`src/rtl/imm_pkg.sv`:
```
// Shared opcode constants and immediate-format encoding for the immediate generator.
// Optional illegal-instruction flag is enabled by IMM_ILLEGAL_DETECT_EN.
package imm_pkg;

  localparam int unsigned INSTR_W = 32;
  localparam int unsigned OPC_W   = 7;
  localparam int unsigned FMT_W   = 3;

  localparam logic [OPC_W-1:0] OPC_OP_IMM = 7'h13;
  localparam logic [OPC_W-1:0] OPC_LOAD   = 7'h03;
  localparam logic [OPC_W-1:0] OPC_JALR   = 7'h67;
  localparam logic [OPC_W-1:0] OPC_SYSTEM = 7'h73;
  localparam logic [OPC_W-1:0] OPC_STORE  = 7'h23;
  localparam logic [OPC_W-1:0] OPC_BRANCH = 7'h63;
  localparam logic [OPC_W-1:0] OPC_LUI    = 7'h37;
  localparam logic [OPC_W-1:0] OPC_AUIPC  = 7'h17;
  localparam logic [OPC_W-1:0] OPC_JAL    = 7'h6F;
  localparam logic [OPC_W-1:0] OPC_OP     = 7'h33;

  typedef enum logic [FMT_W-1:0] {
    FMT_NONE = 3'd0,
    FMT_I    = 3'd1,
    FMT_S    = 3'd2,
    FMT_B    = 3'd3,
    FMT_U    = 3'd4,
    FMT_J    = 3'd5,
    FMT_R    = 3'd6
  } fmt_e;

endpackage

```
`src/rtl/imm_gen_pipe_if.sv`:
```
// Fetch-side and execute-side handshake bundle of imm_gen_pipe.
// illegal_o exists only when IMM_ILLEGAL_DETECT_EN is defined.
interface imm_gen_pipe_if #(
  parameter int unsigned XLEN = 32
) ();
  import imm_pkg::*;

  logic                 valid_i;
  logic                 ready_o;
  logic [INSTR_W-1:0]   instr_i;
  logic [XLEN-1:0]      pc_i;
  logic                 valid_o;
  logic                 ready_i;
  logic [XLEN-1:0]      imm_o;
  logic [XLEN-1:0]      target_o;
  logic [FMT_W-1:0]     fmt_o;
`ifdef IMM_ILLEGAL_DETECT_EN
  logic                 illegal_o;
`endif

  modport slave (
    input  valid_i, instr_i, pc_i, ready_i,
`ifdef IMM_ILLEGAL_DETECT_EN
    output illegal_o,
`endif
    output ready_o, valid_o, imm_o, target_o, fmt_o
  );

  modport master (
    output valid_i, instr_i, pc_i, ready_i,
`ifdef IMM_ILLEGAL_DETECT_EN
    input  illegal_o,
`endif
    input  ready_o, valid_o, imm_o, target_o, fmt_o
  );

endinterface

```
`src/rtl/imm_gen_pipe_decode.sv`:
```
// Combinational RV32I immediate decode plus PC-relative target for imm_gen_pipe.
// IMM_ILLEGAL_DETECT_EN adds the illegal-opcode flag.
module imm_decode
  import imm_pkg::*;
#(
  parameter int unsigned XLEN = 32
) (
  input  logic [INSTR_W-1:0] instr_i,
  input  logic [XLEN-1:0]    pc_i,
`ifdef IMM_ILLEGAL_DETECT_EN
  output logic               illegal_o,
`endif
  output logic [XLEN-1:0]    imm_o,
  output logic [XLEN-1:0]    target_o,
  output fmt_e               fmt_o
);

  logic [INSTR_W-1:0] raw_c;
  logic               pc_rel_c;

  // Assemble a 32-bit sign-extended immediate, then widen it to XLEN.
  always_comb begin
    raw_c    = '0;
    fmt_o    = FMT_NONE;
    pc_rel_c = 1'b0;
    case (instr_i[6:0])
      OPC_OP_IMM, OPC_LOAD, OPC_JALR, OPC_SYSTEM: begin
        fmt_o = FMT_I;
        raw_c = {{20{instr_i[31]}}, instr_i[31:20]};
      end
      OPC_STORE: begin
        fmt_o = FMT_S;
        raw_c = {{20{instr_i[31]}}, instr_i[31:25], instr_i[11:7]};
      end
      OPC_BRANCH: begin
        fmt_o    = FMT_B;
        pc_rel_c = 1'b1;
        raw_c    = {{19{instr_i[31]}}, instr_i[31], instr_i[7],
                    instr_i[30:25], instr_i[11:8], 1'b0};
      end
      OPC_LUI: begin
        fmt_o = FMT_U;
        raw_c = {instr_i[31:12], 12'b0};
      end
      OPC_AUIPC: begin
        fmt_o    = FMT_U;
        pc_rel_c = 1'b1;
        raw_c    = {instr_i[31:12], 12'b0};
      end
      OPC_JAL: begin
        fmt_o    = FMT_J;
        pc_rel_c = 1'b1;
        raw_c    = {{11{instr_i[31]}}, instr_i[31], instr_i[19:12],
                    instr_i[20], instr_i[30:21], 1'b0};
      end
      OPC_OP: begin
        fmt_o = FMT_R;
      end
      default: ;
    endcase

    imm_o    = XLEN'($signed(raw_c));
    target_o = pc_i + (pc_rel_c ? imm_o : XLEN'(4));
  end

`ifdef IMM_ILLEGAL_DETECT_EN
  // Every listed opcode ends in 2'b11 and yields a non-NONE format.
  assign illegal_o = (fmt_o == FMT_NONE) || (instr_i[1:0] != 2'b11);
`endif

endmodule

```
`src/rtl/imm_gen_pipe.sv`:
```
// Pipelined immediate generator: imm_decode followed by a two-entry skid buffer.
// IMM_ILLEGAL_DETECT_EN carries an illegal-opcode flag alongside the bundle.
module imm_gen_pipe
  import imm_pkg::*;
#(
  parameter int unsigned XLEN = 32
) (
  input  logic            clk,
  input  logic            reset,
  imm_gen_pipe_if.slave   bus
);

  typedef struct packed {
    logic [XLEN-1:0] imm;
    logic [XLEN-1:0] target;
    fmt_e            fmt;
`ifdef IMM_ILLEGAL_DETECT_EN
    logic            illegal;
`endif
  } bundle_t;

  typedef enum logic [1:0] {
    ST_EMPTY = 2'd0,
    ST_ONE   = 2'd1,
    ST_FULL  = 2'd2
  } state_e;

  state_e          state_q;
  logic            valid_q;
  logic            ready_q;
  bundle_t         out_q;
  bundle_t         skid_q;
  bundle_t         dec_d;
  logic            accept_c;

  logic [XLEN-1:0] dec_imm;
  logic [XLEN-1:0] dec_target;
  fmt_e            dec_fmt;
`ifdef IMM_ILLEGAL_DETECT_EN
  logic            dec_illegal;
`endif

  imm_decode #(.XLEN(XLEN)) u_decode (
    .instr_i   (bus.instr_i),
    .pc_i      (bus.pc_i),
`ifdef IMM_ILLEGAL_DETECT_EN
    .illegal_o (dec_illegal),
`endif
    .imm_o     (dec_imm),
    .target_o  (dec_target),
    .fmt_o     (dec_fmt)
  );

  always_comb begin
    dec_d        = '0;
    dec_d.imm    = dec_imm;
    dec_d.target = dec_target;
    dec_d.fmt    = dec_fmt;
`ifdef IMM_ILLEGAL_DETECT_EN
    dec_d.illegal = dec_illegal;
`endif
  end

  assign accept_c = bus.valid_i & ready_q;

  // Skid FSM: ready depends only on registered state, never on ready_i.
  always_ff @(posedge clk) begin
    if (!reset) begin
      state_q <= ST_EMPTY;
      valid_q <= 1'b0;
      ready_q <= 1'b1;
      out_q   <= '0;
      skid_q  <= '0;
    end else begin
      case (state_q)
        ST_EMPTY: begin
          if (accept_c) begin
            out_q   <= dec_d;
            state_q <= ST_ONE;
            valid_q <= 1'b1;
          end
        end
        ST_ONE: begin
          if (bus.ready_i) begin
            if (accept_c) begin
              out_q <= dec_d;
            end else begin
              state_q <= ST_EMPTY;
              valid_q <= 1'b0;
            end
          end else if (accept_c) begin
            skid_q  <= dec_d;
            state_q <= ST_FULL;
            ready_q <= 1'b0;
          end
        end
        ST_FULL: begin
          if (bus.ready_i) begin
            out_q   <= skid_q;
            state_q <= ST_ONE;
            ready_q <= 1'b1;
          end
        end
        default: begin
          state_q <= ST_EMPTY;
          valid_q <= 1'b0;
          ready_q <= 1'b1;
        end
      endcase
    end
  end

  assign bus.valid_o   = valid_q;
  assign bus.ready_o   = ready_q;
  assign bus.imm_o     = out_q.imm;
  assign bus.target_o  = out_q.target;
  assign bus.fmt_o     = out_q.fmt;
`ifdef IMM_ILLEGAL_DETECT_EN
  assign bus.illegal_o = out_q.illegal;
`endif

endmodule

```
`src/flat_wrapper.sv`:
```
// flat-port wrapper written by rule: the top's interface ports become plain ports
module imm_gen_pipe_flat import imm_pkg::*;
#(
  parameter int unsigned XLEN = 32
)
  (clk, reset, bus_valid_i, bus_instr_i, bus_pc_i, bus_ready_i, bus_ready_o, bus_valid_o, bus_imm_o, bus_target_o, bus_fmt_o);
  imm_gen_pipe_if #(.XLEN(XLEN)) bus_i ();
  input  logic clk;
  input  logic reset;
  input wire logic [$bits(bus_i.valid_i)-1:0] bus_valid_i;
  input wire logic [$bits(bus_i.instr_i)-1:0] bus_instr_i;
  input wire logic [$bits(bus_i.pc_i)-1:0] bus_pc_i;
  input wire logic [$bits(bus_i.ready_i)-1:0] bus_ready_i;
  output wire logic [$bits(bus_i.ready_o)-1:0] bus_ready_o;
  output wire logic [$bits(bus_i.valid_o)-1:0] bus_valid_o;
  output wire logic [$bits(bus_i.imm_o)-1:0] bus_imm_o;
  output wire logic [$bits(bus_i.target_o)-1:0] bus_target_o;
  output wire logic [$bits(bus_i.fmt_o)-1:0] bus_fmt_o;
  assign bus_i.valid_i = bus_valid_i;
  assign bus_i.instr_i = bus_instr_i;
  assign bus_i.pc_i = bus_pc_i;
  assign bus_i.ready_i = bus_ready_i;
  assign bus_ready_o = bus_i.ready_o;
  assign bus_valid_o = bus_i.valid_o;
  assign bus_imm_o = bus_i.imm_o;
  assign bus_target_o = bus_i.target_o;
  assign bus_fmt_o = bus_i.fmt_o;
  imm_gen_pipe #(.XLEN(XLEN)) u_core (.clk(clk), .reset(reset), .bus(bus_i));
endmodule
```
`config.mk`:
```
export PLATFORM = sky130hd
export DESIGN_NAME = imm_gen_pipe_flat
export DESIGN_NICKNAME = d
export VERILOG_FILES = /design/src/rtl/imm_pkg.sv /design/src/rtl/imm_gen_pipe_if.sv /design/src/rtl/imm_gen_pipe_decode.sv /design/src/rtl/imm_gen_pipe.sv /design/src/flat_wrapper.sv
export SDC_FILE = /design/constraint.sdc
export NUM_CORES = 1
export LEC_CHECK = 0
export CAP_MARGIN = 20
export CORE_MARGIN = 3
export CORE_UTILIZATION = 40
export CTS_BUF_LIST = sky130_fd_sc_hd__clkbuf_4 sky130_fd_sc_hd__clkbuf_8 sky130_fd_sc_hd__clkbuf_16
export DETAILED_ROUTE_END_ITERATION = 8
export GPL_TIMING_DRIVEN = 0
export HOLD_SLACK_MARGIN = 0.15
export REMOVE_ABC_BUFFERS = 1
export SLEW_MARGIN = 20
export SYNTH_ARGS = -nofsm -noshare
export SYNTH_HDL_FRONTEND = slang
export SYNTH_SLANG_ARGS = --single-unit
```
`constraint.sdc`:
```
create_clock -name clk -period 6.1 [get_ports clk]
set_clock_uncertainty 0.2 [all_clocks]
set_input_delay 1.83 -clock clk [delete_from_list [all_inputs] [get_ports clk]]
set_output_delay 1.83 -clock clk [all_outputs]
set_load 0.1 [all_outputs]
```
==> qor.yml <==
wirelength_um: 25200
drt-met1-wl_um: 11900
synth.distinct_cells: 69
wl_met2_um: 11500
area_growth_syn_to_layout_pct: 29.8
hold_class: "reg -> reg"
dr_wl_met3_um: 1440
post-route-period-util_pct: 96.0
fin_crit_ps: 5860
cts_tree: "done"
place_inst: 1382
synth_enable_flop_cells: 0
coreArea_sq_mm: 0.0190
synth-seq-cells: 138
rsz0062_at_grt: "no"
seqPwrFrac_pct: 36.9
dr.max_layer_used: "met4"
maxSlewHeadroom_pct: 30.2
hold_viol_final: 0
yosys_warnings: 0
power_density_mw_per_mm2: 259
yosysMostFrequentCell: "nor2_1"
boundaryPins: 137
r2r_slack_ps: 3220
setup.worst_path.class: "in -> reg"
cts_root_buf: "clkbuf_16"
htree_num_levels: 4
cts_buffer_depth: 2
end_kind: "flop"
dp_hpwl_um: 18400
initial_core_util_pct: 41.3
synth.top_cells.by_count: "154 x nor2_1, 138 x dfxtp_1, 137 x a21oi_1"
dieArea_sq_mm: 0.0214
internal-power_w: 0.00176
fmax_mhz: 171
status: "complete, no violations"
synth-main-ff-cell: "dfxtp_1"
netlist_area_sq_mm: 0.00786
num_rows: 50
cellLeakagePower_nw: 3.76
antenna_found_initial: 0
switching_share_pct: 33.6
p_clk_share_pct: 39.9
syn_area_per_cell_sq_um: 7.48
seq_area_frac_synth_pct: 35.1
crit_fanout: 6
ys_async_sr_fraction_pct: 0
clk_pin_slew_ps: 60
final_area_sq_mm: 0.0102
place_congestion: 0.884
die-height_um: 146
cts_buffers: 17
synth_top_area_share_pct: 35.1
track_usage_pct: 23.2
final_cell_count_no_fill: 1415
layout-drive-gt1-share_pct: 6.84
required_ps: 6200
tightest_slew_ps: 1040
hold_ws_ps: 255
first_iter_violations: 631
place_ws_ps: -929
setup_viol: 0
antenna_left: 0
ir_drop_uv: 197
drc: 0
syn_inst: 1051
grt_max_degree: 69
drtPass1Iterations: 6
max_cap_viol_count: 0
setup_ws_ps: 242
clk_latency_ps: 420
portBuffers: 136
vias: 7953
arrival_ps: 5950
p_sw_w: 0.000891
combPwrFrac_pct: 23.2
ys_top_cells_by_area: "dfxtp_1 35%, a21oi_1 8.7%, nor2_1 7.4%"
yosysTopAreaCell: "dfxtp_1"
antenna_cells: 0
cp-start-kind: "input pin"
drv_slew: 0
grt_pass1_wl_um: 40600
postPlaceCellArea_sq_mm: 0.00955
grt_pass1_vias: 7439
fin_nets: 1242
vias_per_cell: 5.62
gr-total-overflow: 0
wl_per_cell_um: 17.8
clock_sinks: 138
fp.dieW_um: 146
==> metal layers <==
metal	vias to the layer above	track usage, %
li1	3983	-
met1	3708	32.8
met2	232	36.0
met3	30	4.90
met4	0	6.30
met5	-	0
==> registers in the layout, summed over array words and instances, names as in the netlist <==
name,cells
u_core.bus.fmt_o,3
u_core.bus.imm_o,32
u_core.bus.ready_o,1
u_core.bus.target_o,32
u_core.bus.valid_o,1
u_core.skid_q,67
u_core.state_q,2
==> power groups by stage <==
stage               Combinational [W]  Clock (W)  Sequential, W
detailed placement           0.000609          0       0.000996
global placement             0.000593          0       0.000995
finish                       0.000614    0.00106       0.000977
floorplan                    0.000183          0        0.00121
CTS                          0.000613    0.00108       0.000976
global route                 0.000651    0.00111       0.000982
==> cells by family (layout without fill, tap and decap cells) <==
kind of cell / Yosys count / count (layout) / share of synthesized area [%]
fa+ha+maj: 32 / 32 / 5.19
other cells: 1 / 1 / 0.0477
mux: 6 / 6 / 0.764
compound gates: 362 / 362 / 29.0
simple gates: 386 / 386 / 21.9
xor+xnor: 26 / 26 / 2.90
buf+inv: 100 / 204 / 5.11
flops: 138 / 138 / 35.1
==> critical path: stages <==
cell and delay [ps]:
clkdlybuf4s50_1 620, nor4bb_4 490, nand2_1 180, nor2_1 290, a22oi_1 220, nor2_1 160, ha_1 310, a21o_1 200
a21oi_1 300, a211o_2 290, nand2_1 130, a311oi_1 390, xor2_1 130, a2111oi_0 430
==> cells in the final DEF, fill, tap and decap left out, types with 9 or more instances in the layout <==
cell,count
nor2_1,154
nor3_1,11
buf_4,9
xor2_1,18
nand4_1,19
o211ai_1,14
clkbuf_16,17
a21oi_1,136
a211oi_1,55
a31oi_1,13
nand3_1,33
ha_1,31
clkdlybuf4s50_1,134
a21o_1,12
dfxtp_1,138
o21ai_0,61
nand2_1,114
inv_1,14
==> per-stage QoR <==
stage / util, % / power, W / setup TNS (ps)
global route: 53.7 / 0.00275 / 0
global placement: 48.4 / 0.00159 / -527080
finish: 53.7 / 0.00265 / 0
floorplan: - / 0.00140 / -121850
detailed placement: 50.2 / 0.00161 / -33250
CTS: 53.5 / 0.00267 / 0
==> final cells by class <==
class / count / area, sq um
Multi-Input combinational cell: 813 / 4790
Clock inverter: 14 / 161
Timing Repair Buffer: 156 / 1660
Clock buffer: 18 / 439
Sequential cell: 138 / 2760
Fill cell: 1901 / 8810
Inverter: 16 / 65.1
Tap cell: 260 / 325
==> repair_timing <==
action | in CTS | in global routing
pin swaps | 0 | 1
buffers inserted | 0 | 1
hold buffers | 0 | 0
gates resized for setup | 4 | 5
endpoints found under the setup margin | 41 | 30
==> final timing paths <==
check,to,from,depth (start not counted)
hold reg to reg,u_core.skid_q[11]$_SDFFE_PN0P_,u_core.skid_q[11]$_SDFFE_PN0P_,2
hold / removal,u_core.skid_q[11]$_SDFFE_PN0P_,u_core.skid_q[11]$_SDFFE_PN0P_,2
setup reg to reg,u_core.bus.target_o[25]$_SDFFE_PN0P_,u_core.state_q[0]$_SDFFE_PN0P_,7
setup / recovery,u_core.bus.target_o[25]$_SDFFE_PN0P_,bus_instr_i[1],14
No activity file was read; power rests on OpenSTA's default activity.
